==> src/rtl/bpred_btb.sv <==
// Branch target buffer with 2-bit saturating direction counters.
// Same-cycle lookup for fetch, write-back from the resolve stage,
// misprediction detection with a corrected PC, and saturating
// lookup/misprediction counters.
module bpred_btb #(
  parameter int         ADDR_SIZE = 32,
  parameter int         ENTRIES   = 16,
  parameter logic [1:0] CTR_INIT  = 2'b01,
  parameter int         CNT_W     = 32
) (
  input  logic                 clk,
  input  logic                 reset,
  input  logic [ADDR_SIZE-1:0] pcF,
  input  logic                 lookup_en,
  output logic                 predtakenF,
  output logic [ADDR_SIZE-1:0] predpcF,
  input  logic                 upd_valid,
  input  logic [ADDR_SIZE-1:0] upd_pc,
  input  logic                 upd_isbr,
  input  logic                 upd_taken,
  input  logic [ADDR_SIZE-1:0] upd_target,
  input  logic                 upd_predtaken,
  input  logic [ADDR_SIZE-1:0] upd_predpc,
  output logic                 mispredict,
  output logic [ADDR_SIZE-1:0] redirect_pc,
  output logic [CNT_W-1:0]     nlookup,
  output logic [CNT_W-1:0]     nmispred
);

  localparam int IDX   = $clog2(ENTRIES);
  localparam int TAG_W = ADDR_SIZE - 2 - IDX;

  logic [ENTRIES-1:0]   valid;
  logic [TAG_W-1:0]     tagMem    [ENTRIES];
  logic [ADDR_SIZE-1:0] targetMem [ENTRIES];
  logic [1:0]           ctrMem    [ENTRIES];

  logic [IDX-1:0]   idxF, idxU;
  logic [TAG_W-1:0] tagF, tagU;
  logic             hitF, hitU;
  logic [1:0]       ctrNext;
  logic             actualTaken;

  assign idxF = pcF[IDX+1:2];
  assign tagF = pcF[ADDR_SIZE-1:IDX+2];
  assign idxU = upd_pc[IDX+1:2];
  assign tagU = upd_pc[ADDR_SIZE-1:IDX+2];

  // Fetch-side lookup; reads pre-edge contents so a same-cycle update is not visible yet
  always_comb begin
    hitF       = valid[idxF] & (tagMem[idxF] == tagF);
    predtakenF = hitF & ctrMem[idxF][1];
    predpcF    = predtakenF ? targetMem[idxF] : pcF + ADDR_SIZE'(4);
  end

  // Resolve-side hit and the saturating counter step for the addressed entry
  always_comb begin
    hitU    = valid[idxU] & (tagMem[idxU] == tagU);
    ctrNext = ctrMem[idxU];
    if (upd_taken) begin
      if (ctrNext != 2'b11) ctrNext = ctrNext + 2'b01;
    end else begin
      if (ctrNext != 2'b00) ctrNext = ctrNext - 2'b01;
    end
  end

  // Misprediction detection and corrected next PC
  always_comb begin
    actualTaken = upd_isbr & upd_taken;
    mispredict  = upd_valid & ((upd_predtaken != actualTaken) |
                               (actualTaken & (upd_predpc != upd_target)));
    redirect_pc = actualTaken ? upd_target : upd_pc + ADDR_SIZE'(4);
  end

  // Valid bits and direction counters: reset-cleared, updated from resolve stage
  always_ff @(posedge clk) begin
    if (reset) begin
      valid <= '0;
      for (int unsigned i = 0; i < ENTRIES; i++) ctrMem[IDX'(i)] <= CTR_INIT;
    end else if (upd_valid) begin
      if (upd_isbr) begin
        if (hitU) begin
          ctrMem[idxU] <= ctrNext;
        end else if (upd_taken) begin
          valid[idxU]  <= 1'b1;
          ctrMem[idxU] <= 2'b10;
        end
      end else if (hitU) begin
        valid[idxU] <= 1'b0;
      end
    end
  end

  // Tags and targets carry no reset; written on taken branches (refresh or allocate)
  always_ff @(posedge clk) begin
    if (!reset && upd_valid && upd_isbr && upd_taken) begin
      targetMem[idxU] <= upd_target;
      if (!hitU) tagMem[idxU] <= tagU;
    end
  end

  // Saturating performance counters
  always_ff @(posedge clk) begin
    if (reset) begin
      nlookup  <= '0;
      nmispred <= '0;
    end else begin
      if (lookup_en && (nlookup != '1))   nlookup  <= nlookup + CNT_W'(1);
      if (mispredict && (nmispred != '1)) nmispred <= nmispred + CNT_W'(1);
    end
  end

endmodule

==> config.mk <==
export PLATFORM = sky130hd
export DESIGN_NAME = bpred_btb
export DESIGN_NICKNAME = d
export VERILOG_FILES = /design/src/rtl/bpred_btb.sv
export SDC_FILE = /design/constraint.sdc
export NUM_CORES = 1
export LEC_CHECK = 0
export BUFFER_PORTS_ARGS = -buffer_cell sky130_fd_sc_hd__clkbuf_2
export CORE_MARGIN = 2
export CORE_UTILIZATION = 50
export DETAILED_ROUTE_END_ITERATION = 12
export PLACE_DENSITY = 0.77
export SETUP_SLACK_MARGIN = 0.05
export SYNTH_ARGS = -nofsm -noshare
export SYNTH_HDL_FRONTEND = slang
export SYNTH_SLANG_ARGS = --single-unit
==> constraint.sdc <==
create_clock -name clk -period 4.8 [get_ports clk]
set_input_delay 0.48 -clock clk [delete_from_list [all_inputs] [get_ports clk]]
set_output_delay 0.48 -clock clk [all_outputs]
set_load 0.05 [all_outputs]
After elaboration in Yosys (flattened, before gate mapping)
Memory sizes are Yosys's and may differ from the RTL's.
Index checks and enable logic that the tools add are counted.
{"block": "word_totals", "register_bits": 80, "ram_bits": 960, "in_bits": 135, "output_inout_bits": 130, "word_cells": 83, "memories": 3}
{"memory": "targetMem", "depth": 16, "width": 32, "rd": 1, "rd_clocked_by_memory_dff": 0, "wr": 1, "line_no": "35", "rtl": "logic [ADDR_SIZE-1:0] targetMem [ENTRIES];"}
{"memory": "tagMem", "depth": 16, "width": 26, "rd": 2, "rd_clocked_by_memory_dff": 0, "wr": 1, "line_no": "34", "rtl": "logic [TAG_W-1:0] tagMem [ENTRIES];"}
{"memory": "ctrMem", "depth": 16, "width": 2, "rd": 2, "rd_clocked_by_memory_dff": 0, "wr": 16, "line_no": "36", "rtl": "logic [1:0] ctrMem [ENTRIES];"}
{"block": "op_classes", "addsub": 6, "order_cmp": 3, "n_eq_ne": 8, "n_mux": 37, "bitwise_logic": 11, "n_reduce_logical": 12}
{"op": "$add A32 B1 Y32 const B", "n": 2}
{"op": "$add A32 B3 Y32 const B", "n": 2}
{"op": "$mux W16", "n": 4}
{"op": "$mux W32", "n": 2}
{"op": "$ne A32 B32 Y1 const B", "n": 2}
{"op": "$eq A26 B26 Y1", "n": 2}
{"op": "$ne A32 B32 Y1", "n": 1}
{"op": "$mux W1", "n": 22}
{"op": "$and A16 B16 Y16", "n": 1}
{"op": "$not A16 Y16", "n": 1}
{"op": "$or A16 B16 Y16", "n": 1}
{"op": "$lt A4 B5 Y1 const B", "n": 2}
{"op": "$mux W2", "n": 5}
{"op": "$bmux W1 S4", "n": 2}
{"op": "$and A1 B1 Y1", "n": 6}
{"op": "$logic_and A1 B1 Y1", "n": 6}
{"op": "$reduce_bool A2 Y1", "n": 3}
{"op": "$demux W1 S4", "n": 1}
{"op": "$ge A4 B1 Y1 const B", "n": 1}
{"op": "$mux W4", "n": 1}
{"op": "$ne A2 B2 Y1 const B", "n": 2}
{"op": "$reduce_and A4 Y1", "n": 1}
{"op": "$add A2 B1 Y2 const B", "n": 1}
{"op": "$or A1 B1 Y1", "n": 2}
{"op": "other kinds (4)", "n": 4}

Depth between registers and ports, before layout
Gate-level depths: netlist (run 1).
{"block": "depth", "word_depth": 11, "mapped_depth": 15, "ltp_nobuf": 9}

Worst setup path after synthesis (run 1)
OpenSTA, ideal clock, no wires.
{"block": "synth_timing", "kind": "input port to flip-flop", "start": "input port upd_pc[3]", "end": "memory tagMem[5][0] (netlist name) (enable)", "setup_time_ns": 0.442, "arrival_ns": 4.576, "required_time_ns": 4.358, "path_slack_ns": -0.218, "cell_stages": 12, "path_buffers": 4, "path_cell_list": "buf_2 buf_2 clkbuf_1 mux4_2 mux4_2 xnor2_1 nand3_1 a221oi_1 nand4_1 nor2_1 clkbuf_1 nor3_1"}
{"block": "synth_between", "elab_chain_cells": 6, "elab_cells_between_ends": 8, "cone_classes": "1 x eq/ne; 5 x mux; 1 x bitwise; 1 x memory"}
{"element": "from (decl)", "line_no": "18", "rtl": "input logic [ADDR_SIZE-1:0] upd_pc,"}
{"element": "$mem_v2 Z16 W26 / $bmux W1 S4 (equally long branches)"}
{"element": "$eq A26 B26 Y1 / $mux W1 (equally long branches)", "line_no": "58", "rtl": "hitU = valid[idxU] & (tagMem[idxU] == tagU);"}
{"element": "$and A1 B1 Y1", "line_no": "58"}
{"element": "$mux W1", "line_no": "98", "rtl": "if (!hitU) tagMem[idxU] <= tagU;"}
{"element": "$mux W1", "line_no": "96", "rtl": "if (!reset && upd_valid && upd_isbr && upd_taken) begin"}
{"element": "$mux W1 (not written as such)", "line_no": "98"}
{"element": "to (decl)", "line_no": "34"}
Several ways; a longest one is shown, not always the timed one. The select of a mux whose other input is x is not followed.

==> results of run 1 <==
power groups by stage:
stage	Combinational [W]	Sequential, W	Clock (W)
3_3_place_gp	0.00165	0.0101	0
2_1_floorplan	0.00100	0.0102	0
4_1_cts	0.00169	0.00995	0.00830
3_5_place_dp	0.00168	0.0101	0
6_report	0.00171	0.00995	0.00825
5_1_grt	0.00178	0.00995	0.00861
final cells by class:
class | count | area [um2]
flip-flops and latches | 1040 | 30400
clock buffers | 126 | 2700
fillers | 6776 | 38800
clock inverters | 63 | 727
well taps | 1254 | 1570
multi-input cells | 1449 | 16100
inverters | 25 | 93.8
repair buffers | 409 | 2870
diodes | 5 | 12.5
stage by stage:
stage	instances	area [um2]	setup TNS [ns]	utilization	hold slack [ns]
2_1_floorplan	2682	47200	-37.01	-	0.498
3_3_place_gp	4175	51000	0	0.547	0.464
3_5_place_dp	4175	51000	0	0.547	0.485
4_1_cts	4364	54400	0	0.583	0.235
5_1_grt	4368	54500	0	0.584	0.283
6_report	4371	54500	0	0.584	0.258
worst reg2reg max path, cell delays in order, from the launching register on:
cell and delay, ns:
edfxtp_1 0.41, mux4_2 0.47, mux2i_1 0.33, xor2_1 0.19, nand4_1 0.19, o22ai_1 0.53
nand3_1 0.33, o41a_1 0.48, buf_4 0.23, a2111oi_0 0.52
layer usage:
layer	part of all wire	GRT usage	wire [um]	vias to the layer above
li1	-	-	-	11600
met1	0.35	0.380	49700	15000
met2	0.48	0.470	68800	2320
met3	0.13	0.0750	18100	405
met4	0.045	0.122	6440	28
met5	0.0013	0	180	-
how the worst max path moves through the flow:
stage	startpoint	depth (start not counted)	to	slack, ns
floorplan	upd_pc[3]	12	tagMem[5][0]	-0.22
global placement	pcF[2]	12	predpcF[31]	0.30
detailed placement	pcF[2]	12	predpcF[31]	0.22
CTS	tagMem[7][2]	10	predpcF[31]	0.05
global route	tagMem[7][11]	11	predpcF[3]	0.05
finish	tagMem[7][11]	11	predpcF[9]	0.13
flip-flops by register name, summed over array words and instances (netlist names), named ones only:
signal and flops:
ctrMem 32, nlookup 32, nmispred 32, tagMem 416, targetMem 512
repair_timing:
action	4_1_cts	5_1_grt
resized for setup	0	4
setup endpoints to repair	0	31
setup buffers	0	1
cells in the final DEF (no fill, tap or decap), types with 19 or more instances in the layout:
cell and instances:
a21oi_1 41, a22oi_1 22, and3_1 21, buf_12 31
buf_4 120, clkbuf_1 21, clkbuf_16 105, clkbuf_2 252
clkinv_1 23, dfxtp_1 80, edfxtp_1 960, inv_1 22
mux2_1 20, mux2_2 19, mux2i_1 104, mux4_2 372
nand2_1 117, nand3_1 59, nand4_1 34, nor2_1 112
nor2b_1 26, nor3_1 25, o21ai_0 68, xnor2_1 107
xor2_1 84
cells by family after synthesis:
kind of cell,after synthesis
adder cells (fa/ha/maj),7
multiplexers,515
XOR/XNOR,192
buffers and inverters,193
AND/OR/NAND/NOR,504
AO/OA/AOI/OAI,231
flip-flops,1040
==> reports/results.txt, run 1 <==
Status - finished clean
Final Critical Period - 4.67 ns
VDD IR max - 299 uV
Starting DRT DRC Count - 4,236
Synth top area share - 0.612
Switch share - 0.231
Most frequent cell after synthesis - edfxtp_1
Vias - 29,400
Fin Clk Skew - 0.0475 ns
Post-Syn Area - 47,100 um2
Initial Utilization - 0.505
Die span in x - 311 um
Synthesized flop and latch total - 1,040
DRC Markers - 0
Largest net degree at the start of global routing - 100
IO buf count - 264
Core ar. - 93,300 um2
Rel. slew slack - 0.115
Drt wl/cell - 32.8 um
First-pass GRT wire length - 205,000 um
Root buffer cell - clkbuf_16
Worst Hold End - targetMem[10][18]
Hold crit path type - input pin to flop
Multiplexer share of the synthesized area - 0.209
DP HPWL - 90,800 um
Tot Pwr - 0.0199 W
Power Dens Cells - 366 nW/um2
FP Rows - 112
Element type at the critical path end - output pin
Seq/Total Area, Yosys - 0.646
Required @ worst endpoint - 4.32 ns
I/O pin cnt - 265
Worst path max stage delay - 0.50 ns
Vias in the first global route - 29,200
Final hold violation count - 0
Die area - 96,700 um2
Crit Path Category - flop to output pin
Comb pwr share - 0.086
Crit-path cells - mux4_2, a22o_1, a221oi_1, xor2_1, nand4_1, or3_1, nor4_4, buf_4, clkbuf_16, mux2_2, clkbuf_2
EDFF count, synth - 960
Pint - 0.0153 W
Synth warnings - 0
GP Congestion - 0.956
H-tree depth reported by CTS - 3
Min-delay src - upd_target[18]
CP Data Arrival Time - 4.19 ns
Post-Synth Adder-Cell Area - 0.00186
CP max FO - 16
FF-to-FF Start - tagMem[12][8]
Largest family of logic cells by synthesized area - multiplexers
Period utilization - 0.972
Cells on Worst Hold Path - 1
Post-route worst setup slack - 0.132 ns
Worst-Skew Late Latency - 0.70 ns
Final setup fails - 0
MaxCap Viol Count - 0
Nets - 3,171
Primary FF master, synth - edfxtp_1
Synth Area in Compound Gates - 0.0352
CP Launch Type - flop
Fmax - 0.214 GHz
Unrepaired setup endpoints after global routing - no
Switching power - 0.00461 W
Leakage - 17.9 nW
Worst slack at placement - 0.220 ns
Part of the power in the clock network - 0.414
Post-CTS Hold Buffers - 0
WP buf/inv - 3
Simple-Gate Fraction of Synth Area - 0.0533
RR Endpoint - ctrMem[0][1]
Largest cells by area after synthesis - edfxtp_1, mux4_2, dfxtp_1
CTS tree - done
Post-synthesis cell type count - 71
Antenna-violating nets left - 0
Clock-pin transition on the worst setup and hold timing paths - 0.07 ns
Yosys top cell by area - edfxtp_1
CTS buffer count - 104
Area growth, synth to finish - 15.6%
Slowest library cell on the worst path - mux4_2
Net Count, Synth - 2,824
Proportion of layout cells with a drive suffix above 1 - 0.326
Die height - 311 um
Slew @ Worst Pin - 1.32 ns
Syn Inst Count - 2,682
# clock sinks - 1,040
Final slew viol count - 0
Deepest clock path buffer count - 3
Xor and xnor area share after synthesis - 0.0357
Initial antenna violation count - 25
Post-synthesis async set-or-reset flop share - 0
Part of the power in registers - 0.500
Flop-to-flop setup slack - 0.85 ns
Commonest cells in the netlist - edfxtp_1, mux4_2, nor2_1
Total Routing Usage GR - 0.292
First-pass DRT Iterations - 6
Total Wirelength - 143,000 um
Cell family with most CP delay - multiplexers
R2R depth - 9
Overflow after GRT - 0
DR vias/cell - 6.72
Synth Area per Inst - 17.6 um2
(Power assumes the default switching activity.)
==> run 2, diff against run 1 <==
--- a/config.mk
+++ b/config.mk
@@ -6,10 +6,12 @@
 export NUM_CORES = 1
 export LEC_CHECK = 0
 export BUFFER_PORTS_ARGS = -buffer_cell sky130_fd_sc_hd__clkbuf_2
+export CORE_ASPECT_RATIO = 1.25
 export CORE_MARGIN = 2
 export CORE_UTILIZATION = 50
 export DETAILED_ROUTE_END_ITERATION = 12
 export PLACE_DENSITY = 0.77
+export RECOVER_POWER = 100
 export SETUP_SLACK_MARGIN = 0.05
 export SYNTH_ARGS = -nofsm -noshare
 export SYNTH_HDL_FRONTEND = slang
==> run 2 against run 1 <==
Against the previous run: the flow now finishes with violations (max-capacitance violations, max-slew violations); setup slack got worse by 0.065 ns; global-route usage fell by 0.70 points; cell count shrank 1.6%; sequential cell count is the same; non-clock buffer count is 18 lower; hold slack worse by 0.11 ns; clock skew grew 0.032 ns; first-iteration DRC count increased by 1.4%; largest power group unchanged.
==> reports/results.txt, run 2 (synthesized netlist as in run 1, its figures left out) <==
Drt wl/cell - 32.5 um (-0.88%)
Final slew viol count - 51 (+51)
Final setup fails - 0 (unchanged)
DRC Markers - 0 (unchanged)
# clock sinks - 1,040 (unchanged)
First-pass GRT wire length - 199,000 um (-3.2%)
Area growth, synth to finish - 13.8%
Core ar. - 93,200 um2 (-0.12%)
CTS buffer count - 96 (-7.7%)
Power Dens Cells - 358 nW/um2 (-2.0%)
Vias in the first global route - 29,000 (-0.63%)
CP Data Arrival Time - 4.25 ns (+0.06 ns)
H-tree depth reported by CTS - 3 (unchanged)
Top flop regs - targetMem: 512 flops, tagMem: 416 flops
Hold crit path type - input pin to flop
Total Routing Usage GR - 0.285 (-0.00703)
I/O pin cnt - 265 (unchanged)
Leakage - 17.2 nW (-4.1%)
Largest register FFs - 512 (unchanged)
Initial antenna violation count - 16 (-36%)
Nets - 3,145 (-0.82%)
Flop-to-flop setup slack - 0.75 ns (-0.10 ns)
GP Congestion - 0.956 (unchanged)
Clock-pin transition on the worst setup and hold timing paths - 0.07 ns (about the same)
CP Launch Type - flop
CTS tree - done
IO buf count - 264 (unchanged)
Total Wirelength - 140,000 um (-2.5%)
Commonest non-fill, non-tap cell in the layout - edfxtp_1
Final Critical Period - 4.73 ns (+0.0651 ns)
Vias - 28,900 (-1.7%)
Unrepaired setup endpoints after global routing - yes
Root buffer cell - clkbuf_16
Most frequent cells in the layout - edfxtp_1, mux4_2, clkbuf_1
Status - finished with violations
Cells on Worst Hold Path - 1 (unchanged)
Period utilization - 0.986 (+0.0136)
Overflow after GRT - 0 (unchanged)
DP HPWL - 87,500 um (-3.7%)
Initial Utilization - 0.506 (+0.000624)
Largest register by flop count - targetMem
Worst path max stage delay - 0.48 ns (-0.02 ns)
Fmax - 0.211 GHz (-1.4%)
Largest net degree at the start of global routing - 71 (-29%)
Starting DRT DRC Count - 4,295 (+1.4%)
Multi-input gate area - 16,000 um2 (-0.47%)
Antenna-violating nets left - 0 (unchanged)
Required @ worst endpoint - 4.32 ns (about the same)
First-pass DRT Iterations - 6 (unchanged)
Final hold violation count - 0 (unchanged)
Reg area - 30,400 um2 (unchanged)
MaxCap Viol Count - 2 (+2)
Element type at the critical path end - output pin
R2R depth - 11 (+2)
Die span in x - 279 um (-10%)
Final non-filler cell total - 4,299 (-1.6%)
Worst-Skew Late Latency - 0.72 ns (+0.02 ns)
Slowest library cell on the worst path - mux4_2
Crit Path Category - flop to output pin
DR vias/cell - 6.71 (about the same)
Worst slack at placement - 0.119 ns (-0.101 ns)
VDD IR max - 303 uV (+1.3%)
CP max FO - 16 (unchanged)
Placed cells - 4,105 (-1.7%)
Violated checks - max-capacitance violations, max-slew violations
FP Rows - 125 (+12%)
Rel. slew slack - -0.119 (-0.233)
Slew @ Worst Pin - 1.68 ns (+0.352 ns)
Die area - 96,800 um2 (about the same)
Post-route worst setup slack - 0.0671 ns (-0.0651 ns)
Fillcell total - 6,829 (+0.78%)
Crit-path cells - mux4_2, mux4_2, xor2_1, nor4_1, nand3_2, nor4_4, buf_12, clkbuf_16, mux2_1, clkbuf_2
Die height - 347 um (+12%)
Deepest clock path buffer count - 3 (unchanged)
Fin Clk Skew - 0.0790 ns (+0.0315 ns)
Most frequent CP cell - mux4_2
Post-CTS Hold Buffers - 0 (unchanged)
Proportion of layout cells with a drive suffix above 1 - 0.267 (-0.0590)
run 2: changes by cell type in the layout (fill, tap and decap cells not counted), moves of 13 or more:
cell	before	now
buf_4	120	61
clkinv_2	13	26
clkbuf_1	21	181
clkbuf_2	252	120
buf_12	31	16
buf_6	0	14
run 2: per-layer routing:
metal  vias to the layer above  track usage  wire length (um)
met5                         -            0                68
met4                        12        0.149              8370
met3                       402       0.0691             16500
met2                      2108        0.462             67400
met1                     14800        0.357             47300
li1                      11600            -                 -
run 2: layout make-up:
| type | instances | share of cell area |
|---|---|---|
| flip-flops and latches | 1040 | 0.567 |
| multi-input cells | 1449 | 0.299 |
| inverters | 25 | 0.00175 |
| clock buffers | 120 | 0.0474 |
| clock inverters | 59 | 0.0106 |
| well taps | 1206 | 0.0281 |
| repair buffers | 391 | 0.0455 |
| diodes | 9 | 0.000420 |
run 2: final timing paths:
path                  start             to
max           tagMem[15][5]    predpcF[28]
min              upd_pc[19]  tagMem[4][13]
max reg2reg  tagMem[11][21]  tagMem[1][24]
min reg2reg     nmispred[5]    nmispred[5]
run 2: metrics by stage:
step / setup TNS [ns] / area, um2 / total power (W) / utilization / hold WS, ns
finish: 0 / 53600 / 0.0192 / 0.575 / 0.148
global route: 0 / 53600 / 0.0197 / 0.575 / 0.148
CTS: 0 / 53900 / 0.0193 / 0.579 / 0.0414
detailed placement: 0 / 50800 / 0.0118 / 0.545 / 0.486
global placement: 0 / 50800 / 0.0118 / 0.545 / 0.465
floorplan: -37.01 / 47200 / 0.0112 / - / 0.498
run 2: what timing repair did:
item,in CTS,in global routing
buffers inserted,1,1
resized for setup,0,11
endpoints found under the setup margin,32,32
pin swaps,1,2
gates cloned,0,4
run 2: power breakdown:
group / switching (W) / internal, W / leakage, nW
Sequential: 0.0000223 / 0.00993 / 9.32
Combinational: 0.00108 / 0.000610 / 6.36
Clock: 0.00343 / 0.00413 / 1.53
Total: 0.00454 / 0.0147 / 17.2
run 2: worst max-delay path, delay by kind of cell, from the launching register on:
family                 cells  cell delay (ns)
buffers and inverters      3             0.63
AND/OR/NAND/NOR            3             0.92
flip-flops                 1             0.42
XOR/XNOR                   1             0.24
multiplexers               3             1.31
